**config.mk**
```make
export PLATFORM = sky130hd
export DESIGN_NAME = adder_share_arbiter
export DESIGN_NICKNAME = d
export VERILOG_FILES = /design/src/rtl/adder_share_arbiter_pkg.sv /design/src/rtl/adder_share_arbiter_rr_arbiter.sv /design/src/rtl/adder_share_arbiter.sv
export SDC_FILE = /design/constraint.sdc
export NUM_CORES = 1
export LEC_CHECK = 0
export ABC_AREA = 1
export BUFFER_PORTS_ARGS = -buffer_cell sky130_fd_sc_hd__buf_2
export CORE_ASPECT_RATIO = 1.25
export CORE_MARGIN = 2
export CORE_UTILIZATION = 46
export CTS_CLUSTER_SIZE = 12
export DETAILED_ROUTE_END_ITERATION = 10
export GPL_ROUTABILITY_DRIVEN = 0
export PLACE_DENSITY = 0.8
export SYNTH_ARGS = -nofsm -noshare
export SYNTH_HDL_FRONTEND = slang
export SYNTH_SLANG_ARGS = --single-unit
```
**constraint.sdc**
```tcl
create_clock -name clk -period 4.5 [get_ports clk]
set_input_delay 1.125 -clock clk [delete_from_list [all_inputs] [get_ports clk]]
set_output_delay 1.125 -clock clk [all_outputs]
set_load 0.01 [all_outputs]
```
**src/rtl/adder_share_arbiter_pkg.sv**
```systemverilog
// Purpose: shared types and defaults for the adder-sharing arbiter slice.
// Latency: n/a (definitions only).
// Backpressure: n/a (definitions only).
// Contents: FSM state encoding (S_IDLE/S_HOLD) and default WIDTH/N_REQ values.
package adder_share_arbiter_pkg;

  // Default datapath width and requester count.
  localparam int DEF_WIDTH = 8;
  localparam int DEF_N_REQ = 4;

  // S_IDLE: response slot empty. S_HOLD: resp_sum/resp_id hold a valid result.
  typedef enum logic {
    S_IDLE = 1'b0,
    S_HOLD = 1'b1
  } state_t;

endpackage

```
**src/rtl/adder_share_arbiter_rr_arbiter.sv**
```systemverilog
// Purpose: round-robin grant among N requesters, starting after last_grant.
// Latency: combinational.
// Backpressure: enable=0 forces an all-zero grant.
// Ports: req (N) in, last_grant (IDX_W) in, enable in,
//        grant (N, one-hot) out, grant_idx (IDX_W) out, grant_vld out.
module rr_arbiter #(
  parameter int N     = 4,
  parameter int IDX_W = 2
) (
  input  logic [N-1:0]     req,
  input  logic [IDX_W-1:0] last_grant,
  input  logic             enable,
  output logic [N-1:0]     grant,
  output logic [IDX_W-1:0] grant_idx,
  output logic             grant_vld
);

  int               idx;
  logic [IDX_W-1:0] idx_l;
  logic             found;

  // Walk the ring starting one past the previous winner; the previous
  // winner itself is examined last, which gives the starvation bound.
  always_comb begin
    grant     = '0;
    grant_idx = '0;
    found     = 1'b0;
    idx       = 0;
    idx_l     = '0;
    if (enable) begin
      for (int k = 1; k <= N; k++) begin
        idx   = (int'(last_grant) + k) % N;
        idx_l = IDX_W'(idx);
        if (!found && req[idx_l]) begin
          found        = 1'b1;
          grant[idx_l] = 1'b1;
          grant_idx    = idx_l;
        end
      end
    end
    grant_vld = found;
  end

endmodule

```
**src/rtl/adder_share_arbiter.sv**
```systemverilog
// Purpose: one WIDTH-bit adder shared round-robin by N_REQ valid/ready requesters.
// Latency: 1 cycle from accepted request to resp_valid; 1 result per cycle with resp_ready high.
// Backpressure: resp_ready low holds the result stable and drops every req_ready.
// Ports: clk, rst (async, active-high); req_valid/req_ready (N_REQ), req_a/req_b
//        (N_REQ*WIDTH, slice i = [i*WIDTH +: WIDTH]); resp_valid/resp_ready,
//        resp_id (ID_W), resp_sum (WIDTH), resp_carry (only with ADDER_CARRY_EN).
// Build option: define ADDER_CARRY_EN to expose the registered carry-out.
module adder_share_arbiter
  import adder_share_arbiter_pkg::*;
#(
  parameter int WIDTH = DEF_WIDTH,
  parameter int N_REQ = DEF_N_REQ,
  parameter int ID_W  = $clog2(N_REQ)
) (
  input  logic                   clk,
  input  logic                   rst,
  input  logic [N_REQ-1:0]       req_valid,
  input  logic [N_REQ*WIDTH-1:0] req_a,
  input  logic [N_REQ*WIDTH-1:0] req_b,
  output logic [N_REQ-1:0]       req_ready,
  output logic                   resp_valid,
  input  logic                   resp_ready,
  output logic [ID_W-1:0]        resp_id,
`ifdef ADDER_CARRY_EN
  output logic [WIDTH-1:0]       resp_sum,
  output logic                   resp_carry
`else
  output logic [WIDTH-1:0]       resp_sum
`endif
);

  state_t           state_q, state_d;
  logic [ID_W-1:0]  last_q, last_d;
  logic [ID_W-1:0]  id_q, id_d;
  logic [WIDTH-1:0] sum_q, sum_d;

  logic             slot_free;
  logic [N_REQ-1:0] grant;
  logic [ID_W-1:0]  grant_idx;
  logic             grant_vld;
  logic [WIDTH-1:0] op_a, op_b;
  logic [WIDTH-1:0] add_sum;

  // The slot is reusable either when empty or when the current result
  // leaves at this same edge, which allows back-to-back grants.
  assign slot_free = (state_q == S_IDLE) | (resp_ready & resp_valid);

  rr_arbiter #(
    .N     (N_REQ),
    .IDX_W (ID_W)
  ) u_arb (
    .req        (req_valid),
    .last_grant (last_q),
    .enable     (slot_free),
    .grant      (grant),
    .grant_idx  (grant_idx),
    .grant_vld  (grant_vld)
  );

  assign req_ready = grant;

  // One-hot AND-OR operand mux; zero when nothing is granted.
  always_comb begin
    op_a = '0;
    op_b = '0;
    for (int i = 0; i < N_REQ; i++) begin
      if (grant[i]) begin
        op_a = op_a | req_a[i*WIDTH +: WIDTH];
        op_b = op_b | req_b[i*WIDTH +: WIDTH];
      end
    end
  end

`ifdef ADDER_CARRY_EN
  logic [WIDTH:0] add_full;
  logic           carry_q, carry_d;

  assign add_full = {1'b0, op_a} + {1'b0, op_b};
  assign add_sum  = add_full[WIDTH-1:0];

  always_comb begin
    carry_d = carry_q;
    if (grant_vld) begin
      carry_d = add_full[WIDTH];
    end
  end

  always_ff @(posedge clk or posedge rst) begin
    if (rst) begin
      carry_q <= 1'b0;
    end else begin
      carry_q <= carry_d;
    end
  end

  assign resp_carry = carry_q;
`else
  assign add_sum = op_a + op_b;
`endif

  // Next-state and response-register load.
  always_comb begin
    state_d = state_q;
    last_d  = last_q;
    id_d    = id_q;
    sum_d   = sum_q;
    if (grant_vld) begin
      last_d = grant_idx;
      id_d   = grant_idx;
      sum_d  = add_sum;
    end
    case (state_q)
      S_IDLE: begin
        if (grant_vld) begin
          state_d = S_HOLD;
        end
      end
      S_HOLD: begin
        if (resp_ready && !grant_vld) begin
          state_d = S_IDLE;
        end else begin
          state_d = S_HOLD;
        end
      end
      default: state_d = S_IDLE;
    endcase
  end

  always_ff @(posedge clk or posedge rst) begin
    if (rst) begin
      state_q <= S_IDLE;
      last_q  <= ID_W'(N_REQ - 1);
      id_q    <= '0;
      sum_q   <= '0;
    end else begin
      state_q <= state_d;
      last_q  <= last_d;
      id_q    <= id_d;
      sum_q   <= sum_d;
    end
  end

  assign resp_valid = (state_q == S_HOLD);
  assign resp_id    = id_q;
  assign resp_sum   = sum_q;

endmodule
```
==> results of run 1 <==
[cells in the mapped netlist (all sizes together)]
cell	number	area [um2]
xnor2	3	26.3
ha	15	188
nor2	8	55.1
xor2	1	8.76
nand4	18	113
a31oi	1	6.26
o21ai	12	60.1
a21boi	4	33.8
a21o	1	7.51
dfrtp	11	275
o21bai	1	7.51
nand3	20	155
o211ai	1	7.51
inv	22	85.1
buf	6	35.0
dfstp	2	52.6
fa	1	20.0
nand2	124	508
a21oi	8	51.3
[worst paths after layout]
check	slack, ns	end	startpoint	cells after the start
worst min-delay path	0.48	resp_sum[1]	resp_sum[1]	2
min in group asynchronous	0.89	resp_sum[7]	rst	2
worst max register to register	0.53	resp_sum[7]	last_q[1]	25
max in group asynchronous	3.27	last_q[1]	rst	2
worst min register to register	0.48	resp_sum[1]	resp_sum[1]	2
worst max-delay path	0.53	resp_sum[7]	last_q[1]	25
[layer usage]
metal	GRT usage, %	vias up
met5	0	-
met4	8.01	0
met1	25.3	843
met2	42.2	69
met3	1.44	9
li1	-	1016
[layout make-up]
class | instances | area, um2 | share of cell area (%)
clock buffers | 4 | 45.0 | 2.07
multi-input cells | 218 | 1250 | 57.2
inverters | 22 | 85.1 | 3.90
well taps | 39 | 48.8 | 2.24
repair buffers | 85 | 425 | 19.5
flip-flops and latches | 13 | 328 | 15.0
[state kept, by name, indices dropped and copies added, names as in the netlist]
| signal | count |
|---|---|
| last_q | 2 |
| resp_id | 2 |
| resp_sum | 8 |
| resp_valid | 1 |
[tightest hold or removal path, delay by kind of cell, from the launching register on]
kind             cells  cell delay (ns)
DFF                  1             0.34
and+or+nand+nor      2             0.10
[logic make-up (layout without fill, tap and decap cells)]
kind of cell,after synthesis,in the layout,synth area share (%)
compound gates,28,28,10.3
xor+xnor,4,4,2.07
fa+ha+maj,16,16,12.3
buf+inv,28,111,7.08
flops,13,13,19.3
simple gates,170,170,49.0
[power by group]
part           switching, mW  total [mW]  internal, mW
Clock                 0.0427       0.105        0.0626
Sequential            0.0505       0.237         0.186
Combinational          0.946        1.51         0.564
Total                   1.04        1.85         0.813
==> results.yml, run 1 <==
layout:
  finalNonFillerCells: 381
  nets: 430
  layout.cells.most_common: "nand2_1"
  fill_cells: 346
  final_area_um2: 2180
  mostFrequentLayoutCells: "113 x nand2_1, 85 x buf_2, 18 x nand4_1"
  utilization_pct: 62.0
  antennaDiodeCount: 0
  drive_above_1_share_pct: 36.3
  areaGrowthSynthToFinish_pct: 28.6
global_route:
  track_usage_pct: 22.2
  antenna_found_initial: 0
  grt_pass1_wl_um: 7440
  overflow: 0
  grt_pass1_vias: 1868
  grt_max_degree: 17
floorplan:
  die_area_um2: 4190
  io_pins: 86
  rows: 24
  die_y_um: 71.9
  die_w_um: 58.3
  core_area_um2: 3510
  start_util_pct: 48.3
logic_synthesis:
  syn_area_um2: 1700
  synth_fp_nets: 346
  postSynthCellCount: 259
  synth_sequential_area_ratio_pct: 19.3
  synth_seq_cells: 13
  yosys_warnings: 0
  yosysUniqueCellTypes: 31
  syn_area_per_cell_um2: 6.55
drt:
  wl_met1_um: 1870
  drt_iter0_markers: 42
  drc: 0
  highest_layer: "met4"
  wl_met2_um: 2350
  wl_per_cell_um: 11.8
  drt_pass1_iterations: 4
  dr_wl_met3_um: 183
  ant_nets: 0
  vias: 1937
  routed_wl_um: 4480
  via_per_inst: 5.08
sta:
  period_needed_ns: 3.97
  slew_headroom_pct: 67.9
  holdWs_ns: 0.477
  drv_slew: 0
  fin_skew_ns: 0.00279
  fin_setup_tns_ns: 0
  fmax_mhz: 252
  rsz0062_at_grt: "false"
  post-route-period-util_pct: 88.3
  setup_viol: 0
  worstMarginPinSlew_ns: 0.481
  setup_ws_ns: 0.528
  hold_violations: 0
clock_network:
  post_cts_resized: 0
  cts_buffer_depth: 2
  cts_tree: "done"
  clkLatencyLatePin_ns: 0.25
  cts_max_level: 1
  clock_sinks: 13
  cts_root_buffer: "clkbuf_8"
  cts_buffers: 3
  cts_setup_buffers: 0
  hold_buffers: 0
  clk_pin_slew_ns: 0.06
critical_path:
  cp_slowest_cell: "dfstp_2"
  path_buf_inv: 4
  cp_data_required_time_ns: 4.64
  cpPeakStageDelay_ns: 0.61
  cp_common_cell: "nand2_1"
  cp.arrival_ns: 4.11
  cp_top_family: "simple AND/OR/NAND/NOR gates"
  worst_setup_path_start_kind: "register"
  endpoint_kind: "register"
  path_max_fanout: 16
  critical_path_class: "register to register"
flow_run:
  cap_violations: 0
power_and_ir_drop:
  cellPowerDensity_nw_per_um2: 850
  total_leakage_power_nw: 1.24
  vdd_drop_max_mv: 0.658
  power.total_mw: 1.85
placed_design:
  dpl.hpwl_um: 3790
  place_area_um2: 2130
  post-place-cells: 377
  post-place-ws_ns: 0.471
  io_buffers: 85
hold_path:
  hp-class: "register to register"
outcome:
  status: "completed"
(Power assumes the default switching activity.)
==> run 2, diff against run 1 <==
--- a/config.mk
+++ b/config.mk
@@ -5,12 +5,11 @@
 export SDC_FILE = /design/constraint.sdc
 export NUM_CORES = 1
 export LEC_CHECK = 0
-export ABC_AREA = 1
 export BUFFER_PORTS_ARGS = -buffer_cell sky130_fd_sc_hd__buf_2
 export CORE_ASPECT_RATIO = 1.25
 export CORE_MARGIN = 2
-export CORE_UTILIZATION = 46
-export CTS_CLUSTER_SIZE = 12
+export CORE_UTILIZATION = 45
+export CTS_CLUSTER_SIZE = 14
 export DETAILED_ROUTE_END_ITERATION = 10
 export GPL_ROUTABILITY_DRIVEN = 0
 export PLACE_DENSITY = 0.8
==> run 2 against run 1 <==
Compared with the run above:
- fmax is 6.1% lower
- routed wire length is 2.2% lower
- non-clock buffer count is 15 higher
- synthesized cell count is 29% lower
- clock skew is 0.00060 ns lower
- area after synthesis is 9.0% lower
- flip-flop and latch count stayed put
- critical endpoint unchanged
- largest cell class unchanged
==> results.yml, run 2 <==
critical_path:
  reg2reg_depth: 17
  cp_data_required_time_ns: 4.67
  cp-startpoint: "req_valid[2]"
  cp_slowest_cell: "mux4_2"
  cpPeakStageDelay_ns: 0.57
  cp.arrival_ns: 4.40
  reg2reg_to: "resp_sum[7]"
  r2r-start: "last_q[1]"
  critical_path_class: "input port to register"
  path_max_fanout: 10
  worst_setup_path_start_kind: "input port"
  endpoint_kind: "register"
  rrSetupSlack_ns: 0.29
  crit_chain: "buf_2, mux4_2, a21oi_1, o21ai_0, a32o_2, a22oi_1, nand2_1, ha_1, a21o_1, a21oi_1, o21ai_0, o21ai_0, nand2b_1, a21oi_1, xnor3_1, o21ai_1"
clock_network:
  cts_buffers: 3
  cts_buffer_depth: 2
  cts_root_buffer: "clkbuf_8"
  cts_tree: "done"
  hold_buffers: 0
  clk_pin_slew_ns: 0.05
  clkLatencyLatePin_ns: 0.24
  cts_max_level: 1
  clock_sinks: 13
sta:
  hold_violations: 0
  worstMarginPinSlew_ns: 0.492
  setup_viol: 0
  fin_skew_ns: 0.00219
  holdWs_ns: 0.485
  period_needed_ns: 4.23
  fmax_mhz: 236
  post-route-period-util_pct: 94.0
  rsz0062_at_grt: "false"
  setup_ws_ns: 0.271
  drv_slew: 0
  slew_headroom_pct: 67.2
global_route:
  grt_max_degree: 19
  grt_pass1_vias: 1709
  overflow: 0
  grt_pass1_wl_um: 7150
  track_usage_pct: 22.0
  antenna_found_initial: 0
logic_synthesis:
  synthTopCellsByCount: "37 x nand2_1, 30 x a22oi_1, 15 x ha_1"
  syn_area_um2: 1540
  postSynthCellCount: 183
  synth_seq_cells: 13
  ys.flop_type: "dfrtp_1"
  yosysUniqueCellTypes: 40
  yosys.area.top_type_share_pct: 17.8
  synth-edff-count: 0
  synth_fp_nets: 270
  syn_area_per_cell_um2: 8.43
  yosysMostFrequentCell: "nand2_1"
  synth_sequential_area_ratio_pct: 21.2
  synth.largest_area_cell: "dfrtp_1"
  yosys_warnings: 0
  ys_async_sr_fraction_pct: 100
  synth_area_leaders: "dfrtp_1 18%, a22oi_1 15%, ha_1 12%"
layout:
  layout.cells.most_common: "buf_2"
  finalNonFillerCells: 308
  largest_reg_flops: 8
  drive_above_1_share_pct: 42.1
  nets: 359
  utilization_pct: 65.4
  mostFrequentLayoutCells: "85 x buf_2, 37 x nand2_1, 30 x a22oi_1"
  antennaDiodeCount: 0
  areaGrowthSynthToFinish_pct: 37.8
flow_run:
  cap_violations: 0
power_and_ir_drop:
  p_sw_mw: 0.743
  clkPwrFrac_pct: 6.4
  vdd_drop_max_mv: 0.566
  cellPowerDensity_nw_per_um2: 758
  seqPwrFrac_pct: 13.5
  p_comb_share_pct: 80.1
  p_int_mw: 0.867
  total_leakage_power_nw: 1.14
  switching_share_pct: 46.1
hold_path:
  hp-class: "register to register"
  holdPathStages: 2
  min_to: "resp_id[1]"
  worstHoldStart: "resp_id[1]"
placed_design:
  post-place-ws_ns: -0.0151
  post-place-cells: 301
  io_buffers: 85
  dpl.hpwl_um: 3520
drt:
  drt_pass1_iterations: 7
  vias: 1731
  drt_iter0_markers: 82
  routed_wl_um: 4380
  ant_nets: 0
  via_per_inst: 5.62
  wl_per_cell_um: 14.2
  drc: 0
floorplan:
  die_w_um: 56.4
  start_util_pct: 47.4
  die_y_um: 69.5
  core_area_um2: 3250
  die_area_um2: 3920
  io_pins: 86
  rows: 23
outcome:
  status: "completed"
## run 2: cell type report
class / count / area (um2)
clock buffers: 4 / 45.0
inverters: 6 / 22.5
multi-input cells: 148 / 1110
well taps: 37 / 46.3
repair buffers: 100 / 576
fillers: 287 / 1130
flip-flops and latches: 13 / 328
## run 2: timing repair
item | in CTS | in global routing
setup buffers | 0 | 3
endpoints found under the setup margin | 0 | 2
gates resized for setup | 0 | 2
## run 2: worst max-delay path by stage
stage,to,slack (ns)
after floorplan,resp_sum[7],0.07
after global placement,resp_sum[7],0.08
after detailed placement,resp_sum[7],-0.02
after CTS,resp_sum[7],0.12
after global routing,resp_sum[7],0.003
final,resp_sum[7],0.27
## run 2: routing by layer
metal / up-vias / global-route usage, % / part of all wire (%)
met5: - / 0 / 0
met4: 0 / 8.20 / 1.3
met3: 8 / 1.87 / 4.7
met2: 66 / 40.0 / 55
met1: 802 / 26.3 / 39
li1: 855 / - / -
## run 2: cell families after synthesis
logic type	synth area share [%]
multiplexers	6.49
XOR/XNOR	5.43
buffers and inverters	7.95
AND/OR/NAND/NOR	14.7
AO/OA/AOI/OAI	30.7
adder cells (fa/ha/maj)	13.5
flip-flops	21.2
## run 2: power by group through the flow
stage,clock network [mW],logic (mW),registers (mW)
final,0.104,1.29,0.217
after global routing,0.111,1.43,0.223
after CTS,0.104,1.26,0.221
after detailed placement,0,1.25,0.222
after global placement,0,1.22,0.220
after floorplan,0,0.892,0.245
## run 2: per-stage QoR
step | TNS (ns) | cell area [um2] | total power, mW
2_1_floorplan | 0 | 1540 | 1.14
3_3_place_gp | 0 | 2050 | 1.44
3_5_place_dp | -0.0151 | 2050 | 1.47
4_1_cts | 0 | 2090 | 1.58
5_1_grt | 0 | 2130 | 1.77
6_report | 0 | 2130 | 1.61
## run 2: critical path: cells and delay by family
family          cells  cell delay [ns]
xor+xnor            1             0.32
simple gates        2             0.20
mux                 1             0.57
fa+ha+maj           1             0.31
compound gates     10             1.75
buf+inv             1             0.12
==> run 3, diff against run 2 <==
--- a/config.mk
+++ b/config.mk
@@ -12,6 +12,7 @@
 export CTS_CLUSTER_SIZE = 14
 export DETAILED_ROUTE_END_ITERATION = 10
 export GPL_ROUTABILITY_DRIVEN = 0
+export GPL_TIMING_DRIVEN = 0
 export PLACE_DENSITY = 0.8
 export SYNTH_ARGS = -nofsm -noshare
 export SYNTH_HDL_FRONTEND = slang
==> run 3 against run 2 <==
Compared with the run above:
- count of clock-buffer cells in the layout down 1
- flip-flop and latch count unchanged
- sequential share of layout area up 0.091 points
- cell count up 0.65%
- global-route usage down 0.92 points
- clock power about the same
- non-clock buffer count up 2
- design area down 0.59%
==> results.yml, run 3 (synthesized netlist as in run 2, its figures left out) <==
critical_path:
  cpPeakStageDelay_ns: 0.48
  cp_common_cell: "a21o_1"
  endpoint_kind: "register"
  cp_data_required_time_ns: 4.63
  worst_setup_path_start_kind: "input port"
  critical_path_class: "input port to register"
  cp_top_family: "compound AO/OA/AOI/OAI gates"
  path_max_fanout: 10
  cp.arrival_ns: 4.46
  r2r-start: "last_q[0]"
  crit_chain: "buf_2, mux4_2, buf_6, a21oi_1, o21ai_0, a32o_1, buf_2, a22oi_1, nand2_1, ha_1, fa_1, a21o_1, a21o_1, a21o_1, a21oi_1, xor2_1, o21ai_0"
  cp_slowest_cell: "mux4_2"
  cp-startpoint: "req_valid[1]"
  path_buf_inv: 3
floorplan:
  die_area_um2: 3920
  start_util_pct: 47.4
  die_y_um: 69.5
  rows: 23
  core_area_um2: 3250
  die_w_um: 56.4
  io_pins: 86
drt:
  wl_met1_um: 1600
  routed_wl_um: 4120
  via_per_inst: 5.57
  highest_layer: "met4"
  wl_per_cell_um: 13.3
  ant_nets: 0
  drt_pass1_iterations: 4
  wl_met2_um: 2290
  vias: 1728
  dr_wl_met3_um: 154
  drc: 0
  drt_iter0_markers: 45
layout:
  areaGrowthSynthToFinish_pct: 37.0
  layout.cells.most_common: "buf_2"
  fill_cells: 289
  antennaDiodeCount: 0
  mostFrequentLayoutCells: "91 x buf_2, 37 x nand2_1, 30 x a22oi_1"
  drive_above_1_share_pct: 42.9
  final_area_um2: 2110
  largest_reg_flops: 8
  nets: 361
  finalNonFillerCells: 310
sta:
  setup_viol: 0
  slew_headroom_pct: 58.4
  hold_violations: 0
  post-route-period-util_pct: 96.3
  period_needed_ns: 4.33
  drv_slew: 0
  fmax_mhz: 231
  fin_setup_tns_ns: 0
  fin_skew_ns: 0.00457
  worstMarginPinSlew_ns: 0.616
clock_network:
  cts_tree: "done"
  clk_pin_slew_ns: 0.06
  cts_max_level: 1
  clkLatencyLatePin_ns: 0.25
  cts_root_buffer: "clkbuf_8"
  cts_buffers: 3
  clock_sinks: 13
  hold_buffers: 0
  cts_buffer_depth: 2
hold_path:
  worstHoldStart: "resp_sum[5]"
  hp-class: "register to register"
placed_design:
  dpl.hpwl_um: 3350
  io_buffers: 81
  post-place-cells: 302
  place_area_um2: 2000
global_route:
  grt_pass1_wl_um: 6830
  grt_max_degree: 14
  grt_pass1_vias: 1673
  antenna_found_initial: 0
  overflow: 0
  track_usage_pct: 21.1
flow_run:
  cap_violations: 0
power_and_ir_drop:
  vdd_drop_max_mv: 0.522
  cellPowerDensity_nw_per_um2: 765
  power.total_mw: 1.62
  total_leakage_power_nw: 1.13
outcome:
  status: "completed"
[run 3: final timing paths]
kind / to / slack [ns] / cells after the start
max: resp_sum[6] / 0.17 / 17
min: resp_sum[5] / 0.48 / 2
max reg2reg: resp_sum[6] / 0.26 / 17
min reg2reg: resp_sum[5] / 0.48 / 2
max in group asynchronous: last_q[0] / 3.26 / 2
min in group asynchronous: resp_valid / 0.89 / 2
[run 3: stage by stage]
stage | util, % | hold WS (ns) | worst slack (ns)
floorplan | - | 0.500 | 0.0668
global placement | 61.3 | 0.462 | -0.438
detailed placement | 61.5 | 0.473 | -0.443
CTS | 63.6 | 0.487 | 0.0101
global route | 65.0 | 0.504 | -0.0231
finish | 65.0 | 0.482 | 0.166
[run 3: tightest hold or removal path: stages, from the launching register on]
cell,delay (ns)
dfrtp_1,0.34
nand2_1,0.05
o21ai_0,0.06
[run 3: routing by layer]
metal | vias up | track usage [%]
met2 | 57 | 41.4
li1 | 856 | -
met5 | - | 0
met1 | 808 | 23.2
met4 | 0 | 6.88
met3 | 7 | 1.31
[run 3: timing repair]
item | 4_1_cts | 5_1_grt
pin swaps | 0 | 1
gates resized for setup | 6 | 7
setup endpoints to repair | 1 | 2
buffers inserted | 1 | 3
[run 3: power breakdown]
part | switching, mW | leakage, nW | internal [mW]
sequential | 0.0323 | 0.153 | 0.182
clock | 0.0421 | 0.0255 | 0.0611
combinational | 0.674 | 0.950 | 0.625
[run 3: layout make-up]
| class | count | area [um2] | area share (%) |
|---|---|---|---|
| sequential | 13 | 328 | 15.5 |
| inverter | 6 | 22.5 | 1.07 |
| tap | 37 | 46.3 | 2.19 |
| clock inverter | 1 | 5.00 | 0.237 |
| multi-input combinational | 148 | 1120 | 53.2 |
| buffer | 16 | 105 | 4.97 |
| clock buffer | 3 | 41.3 | 1.95 |
| timing repair buffer | 86 | 440 | 20.8 |
